===== src/rtl/queue_child_expander.sv =====
// Child expander: walks six child slots, looks each up and inserts/relaxes queue entries.
// Optional EXPANDER_STATS_EN adds saturating insert/update/skip counters.
module queue_child_expander #(
  parameter int ADDR_W      = 7,
  parameter int QUEUE_DEPTH = 128,
  parameter int NODE_W      = 272
) (
  input  logic              clk,
  input  logic              reset,
  input  logic              expand,
  input  logic [NODE_W-1:0] parent_node,
  input  logic              tail_load,
  input  logic [ADDR_W:0]   tail_value,
  output logic              find_child,
  output logic [15:0]       child_id,
  input  logic              child_done,
  input  logic              child_queued,
  input  logic [ADDR_W-1:0] child_address,
  input  logic [15:0]       child_cost,
  output logic [15:0]       map_read_id,
  input  logic [NODE_W-1:0] map_read_data,
  output logic              write_enable,
  output logic [ADDR_W-1:0] write_address,
  output logic [NODE_W-1:0] write_data,
  output logic [ADDR_W:0]   tail,
  output logic              busy,
  output logic              done,
  output logic              overflow
`ifdef EXPANDER_STATS_EN
  ,
  output logic [15:0]       stat_inserts,
  output logic [15:0]       stat_updates,
  output logic [15:0]       stat_skips
`endif
);

  typedef enum logic [3:0] {
    IDLE, SEL, FIND, WAIT, DECIDE, MAP, WRITE, ADV, FIN
  } state_t;

  localparam logic [ADDR_W:0] DEPTH = (ADDR_W+1)'(QUEUE_DEPTH);

  state_t            r_state;
  logic [2:0]        r_k;
  logic [15:0]       r_nid;
  logic [15:0]       r_pcost;
  logic [191:0]      r_kids;
  logic [15:0]       r_ncost;
  logic              r_queued;
  logic [ADDR_W-1:0] r_caddr;
  logic [15:0]       r_ccost;
  logic [ADDR_W-1:0] r_target;
  logic              r_insert;

  logic [15:0] w_ids   [6];
  logic [15:0] w_dists [6];
  for (genvar g = 0; g < 6; g++) begin : g_fld
    assign w_ids[g]   = r_kids[191-32*g -: 16];
    assign w_dists[g] = r_kids[175-32*g -: 16];
  end

  logic [15:0] w_id;
  logic [16:0] w_sum;
  logic [15:0] w_ncost;
  assign w_id    = w_ids[r_k];
  assign w_sum   = {1'b0, r_pcost} + {1'b0, w_dists[r_k]};
  assign w_ncost = w_sum[16] ? 16'hFFFF : w_sum[15:0];

  logic w_full, w_upd, w_ins;
  assign w_full = (tail >= DEPTH);
  assign w_upd  = r_queued && (r_ncost < r_ccost);
  assign w_ins  = !r_queued && !w_full;

  // ROM data arrives in WRITE, so the merge is combinational on it
  logic [NODE_W-1:0] w_wdata;
  assign w_wdata = {map_read_data[NODE_W-1:240], r_child_id_q(), r_nid,
                    r_ncost, map_read_data[191:0]};
  assign write_data = write_enable ? w_wdata : '0;

  function automatic logic [15:0] r_child_id_q();
    return child_id;
  endfunction

  logic w_unused;
  assign w_unused = ^{parent_node[NODE_W-1:240], parent_node[223:208],
                      map_read_data[239:192]};

  always_ff @(posedge clk) begin
    if (reset) begin
      r_state       <= IDLE;
      r_k           <= '0;
      r_nid         <= '0;
      r_pcost       <= '0;
      r_kids        <= '0;
      r_ncost       <= '0;
      r_queued      <= 1'b0;
      r_caddr       <= '0;
      r_ccost       <= '0;
      r_target      <= '0;
      r_insert      <= 1'b0;
      find_child    <= 1'b0;
      child_id      <= '0;
      map_read_id   <= '0;
      write_enable  <= 1'b0;
      write_address <= '0;
      tail          <= '0;
      busy          <= 1'b0;
      done          <= 1'b0;
      overflow      <= 1'b0;
    end else begin
      find_child    <= 1'b0;
      map_read_id   <= '0;
      write_enable  <= 1'b0;
      write_address <= '0;
      done          <= 1'b0;
      unique case (r_state)
        IDLE: begin
          if (tail_load)
            tail <= (tail_value > DEPTH) ? DEPTH : tail_value;
          if (expand) begin
            r_nid   <= parent_node[239:224];
            r_pcost <= parent_node[207:192];
            r_kids  <= parent_node[191:0];
            r_k     <= '0;
            busy    <= 1'b1;
            r_state <= SEL;
          end
        end
        SEL: begin
          if (w_id == 16'd0) begin
            r_state <= ADV;
          end else begin
            r_ncost    <= w_ncost;
            child_id   <= w_id;
            find_child <= 1'b1;
            r_state    <= FIND;
          end
        end
        FIND: r_state <= WAIT;
        WAIT: begin
          if (child_done) begin
            r_queued <= child_queued;
            r_caddr  <= child_address;
            r_ccost  <= child_cost;
            r_state  <= DECIDE;
          end
        end
        DECIDE: begin
          if (w_upd || w_ins) begin
            r_target    <= w_upd ? r_caddr : tail[ADDR_W-1:0];
            r_insert    <= w_ins;
            map_read_id <= child_id;
            r_state     <= MAP;
          end else begin
            if (!r_queued) overflow <= 1'b1;
            r_state <= ADV;
          end
        end
        MAP: begin
          write_enable  <= 1'b1;
          write_address <= r_target;
          r_state       <= WRITE;
        end
        WRITE: begin
          if (r_insert) tail <= tail + (ADDR_W+1)'(1);
          r_state <= ADV;
        end
        ADV: begin
          if (r_k == 3'd5) begin
            done    <= 1'b1;
            r_state <= FIN;
          end else begin
            r_k     <= r_k + 3'd1;
            r_state <= SEL;
          end
        end
        FIN: begin
          busy    <= 1'b0;
          r_state <= IDLE;
        end
        default: r_state <= IDLE;
      endcase
    end
  end

`ifdef EXPANDER_STATS_EN
  function automatic logic [15:0] sat_inc(input logic [15:0] v);
    return (v == 16'hFFFF) ? v : v + 16'd1;
  endfunction

  always_ff @(posedge clk) begin
    if (reset || (r_state == IDLE && tail_load)) begin
      stat_inserts <= '0;
      stat_updates <= '0;
      stat_skips   <= '0;
    end else if (r_state == DECIDE) begin
      if (w_ins)      stat_inserts <= sat_inc(stat_inserts);
      else if (w_upd) stat_updates <= sat_inc(stat_updates);
      else            stat_skips   <= sat_inc(stat_skips);
    end
  end
`endif

endmodule

===== config.mk =====
export PLATFORM = sky130hd
export DESIGN_NAME = queue_child_expander
export DESIGN_NICKNAME = d
export VERILOG_FILES = /design/src/rtl/queue_child_expander.sv
export SDC_FILE = /design/constraint.sdc
export NUM_CORES = 1
export LEC_CHECK = 0
export CORE_AREA = 3 3 347 349
export CTS_CLUSTER_DIAMETER = 60
export DETAILED_ROUTE_END_ITERATION = 10
export DIE_AREA = 0 0 350 352
export PLACE_DENSITY = 0.33
export SYNTH_ARGS = -nofsm -noshare
export SYNTH_HDL_FRONTEND = slang
export SYNTH_SLANG_ARGS = --single-unit

===== constraint.sdc =====
create_clock -name clk -period 9.8 [get_ports clk]
set_input_delay 1.96 -clock clk [delete_from_list [all_inputs] [get_ports clk]]
set_output_delay 1.96 -clock clk [all_outputs]
set_load 0.02 [all_outputs]

==> impl_metrics.yaml <==
place:
  hpwl_um: 97900
  io_buffers: 808
  routabilityCongestion: 0.972
die:
  fp-row-count: 126
  ios: 905
  fp.dieW_um: 350
  dieArea_um2: 123000
  die_y_um: 352
  start_util_pct: 13.9
  coreArea_um2: 118000
sta:
  fmax_ghz: 0.179
  drv_slew: 0
  min_period_ps: 5600
  period_share_pct: 57.1
  relSlewSlack_pct: 15.2
  worst_hold_slack_ps: 450
  tns_ps: 0
  finClkSkew_ps: 23.8
  rsz0062_at_grt: "false"
  worst_slew_pin_slew_ps: 1270
  final-hold-violation-count: 0
  setup_viol: 0
power_and_ir_drop:
  vdd_drop_max_mv: 0.123
  cellLeakagePower_uw: 0.00973
  power.density_nw_per_um2: 174
synth:
  synth-compound-area-share_pct: 16.6
  synth_cells: 2102
  synthArstFlopShare_pct: 0
  ys_seq_elements: 331
  synth_top_family_by_area: "simple AND/OR/NAND/NOR gates"
  synth_area_leaders: "dfxtp_1 (40%), nand2_1 (13%), and2_1 (11%)"
  synth_top_cell_by_area: "dfxtp_1"
  synthXorXnorAreaFrac_pct: 0.694
  yosys_warnings: 0
  avgSynthCellArea_um2: 7.81
  synth-adder-area-share_pct: 2.79
  synth_edf_count: 0
  ys_seq_area_share_pct: 40.4
  yosys_most_used_dff: "dfxtp_1"
  syn-num-nets: 2719
  synthMuxAreaShare_pct: 6.34
  syn_area_um2: 16400
  synth_top_area_share_pct: 40.4
  synth_simple_gate_area_share_pct: 28.4
  synth_cell_types: 62
clock_tree:
  cts-root-buf: "clkbuf_16"
  cts_tree: "done"
  insertion_delay_ps: 630
  ctsLongestPathBuffers: 3
  cts_resized: 0
  cts_sinks: 331
  cts_hold_buf: 0
  cts_max_level: 2
  numCtsBuffers: 55
  path_clk_slew_ps: 60
  cts_setup_buffers: 0
worst_hold_path:
  min_to: "r_kids[130]"
  min_from: "r_kids[130]"
  worstHoldPathCells: 2
  holdCritPathClass: "reg -> reg"
route:
  vias: 18087
  routedWlPerCell_um: 27.4
  drt_pass1_iterations: 5
  routed_wl_um: 121000
  drt-initial-drc-count: 792
  drtAntennaViolNets: 0
  vias_per_cell: 4.10
  drc: 0
finish:
  layout_commonest_cell: "clkdlybuf4s50_1"
  syn2layout_area_growth_pct: 70.0
  final_cell_mix: "clkdlybuf4s50_1 (807), nand2_1 (549), dfxtp_1 (328)"
  nets: 3436
  drive_above_1_share_pct: 5.76
worst_setup_path:
  timing.reg2reg.setup_slack_ps: 4730
  end_kind: "output port"
  ff2ff_path_depth: 14
  required_ps: 7840
  worstPathMaxFanout: 1
  r2r-start: "r_k[1]"
  crit_arrival_ps: 3640
  worstSetupPathType: "in -> out"
  r2r_end: "r_ncost[5]"
  cp-start-kind: "primary input"
global_route:
  gr-total-overflow: 0
  track_usage_pct: 19.0
  grt_max_degree: 202
  antenna_found_initial: 71
  grt_pass1_vias: 18924
  grt_pass1_wl_um: 161000
flow_run:
  maxCapViolCount: 0
run_status:
  outcome: "finished, final reports clean"
## state kept, by name (all words and copies together) (netlist names), 3 cells and up
register	count
r_caddr	7
r_kids	192
r_k	3
r_ccost	16
r_ncost	16
tail	8
r_state	4
r_nid	16
write_address	7
child_id	16
r_target	7
map_read_id	16
r_pcost	16
## critical path, stage by stage
cell and delay, ps:
clkdlybuf4s50_1 460, and2_1 130, clkdlybuf4s50_1 1060
## area by class of cell
cell class / count / area (um^2)
Tap cell: 1536 / 1920
Antenna cell: 14 / 35.0
Clock inverter: 35 / 422
Sequential cell: 331 / 6640
Timing Repair Buffer: 826 / 8250
Clock buffer: 67 / 1500
Fill cell: 12963 / 89900
Inverter: 31 / 116
Multi-Input combinational cell: 1574 / 9010
## kinds of logic (layout without fill, tap and decap cells)
group,Yosys count,count (layout)
xor gates and xnor gates,13,13
other,0,14
DFF,331,331
adders and majority gates,36,36
AOI/OAI and AO/OA,464,464
and+or+nand+nor,987,987
buffers and inverters,197,959
muxes,74,74
## power by group
part / internal [uW] / total, uW / switching (uW)
Combinational: 489 / 1180 / 696
Sequential: 1500 / 1630 / 126
Clock: 1280 / 2050 / 764
## metal layers
metal | track usage (%) | routed length [um]
met1 | 17.1 | 39200
met2 | 35.5 | 63200
met3 | 5.65 | 8210
met4 | 13.7 | 10200
met5 | 0 | 265
## worst max path at each step
stage	startpoint	endpoint	slack, ps	depth (start not counted)
global placement	map_read_data[41]	write_data[41]	4300	3
CTS	map_read_data[11]	write_data[11]	4280	3
detailed placement	map_read_data[11]	write_data[11]	4300	3
finish	map_read_data[128]	write_data[128]	4200	3
global route	map_read_data[186]	write_data[186]	4230	3
floorplan	r_k[1]	r_ncost[5]	5370	16
## stage by stage
step | instances | total power [uW] | worst slack [ps] | util (%) | instance area (um^2)
finish | 4414 | 4860 | 4200 | 23.7 | 27900
global route | 4409 | 5140 | 4230 | 23.7 | 27900
CTS | 4400 | 4970 | 4280 | 23.7 | 27900
detailed placement | 4298 | 2870 | 4300 | 22.0 | 25900
global placement | 4298 | 2860 | 4300 | 22.0 | 25900
floorplan | 2102 | 2270 | 5370 | - | 16400
## synth_stat cells (4+ instances only)
master    instances
buf_2             9
dfxtp_1         331
nand2b_1          6
mux2i_1          50
mux4_2           24
a211oi_1         24
o22ai_1           8
buf_1             6
nand3_1          15
clkbuf_1        143
and3_1            9
and2_1          299
a21oi_1         324
o221ai_1          5
o21ai_0          33
nand2_1         549
a311oi_1         11
nor2b_1           4
nand4_1           6
nor2_1           53
inv_1            30
xnor2_1           9
o2111a_1          7
nor4_2            4
a311oi_2          9
xor2_1            4
nor3_1           26
a21o_1            6
o31ai_1           8
ha_1             35
buf_6             5
No activity file was read; power rests on OpenSTA's default activity.
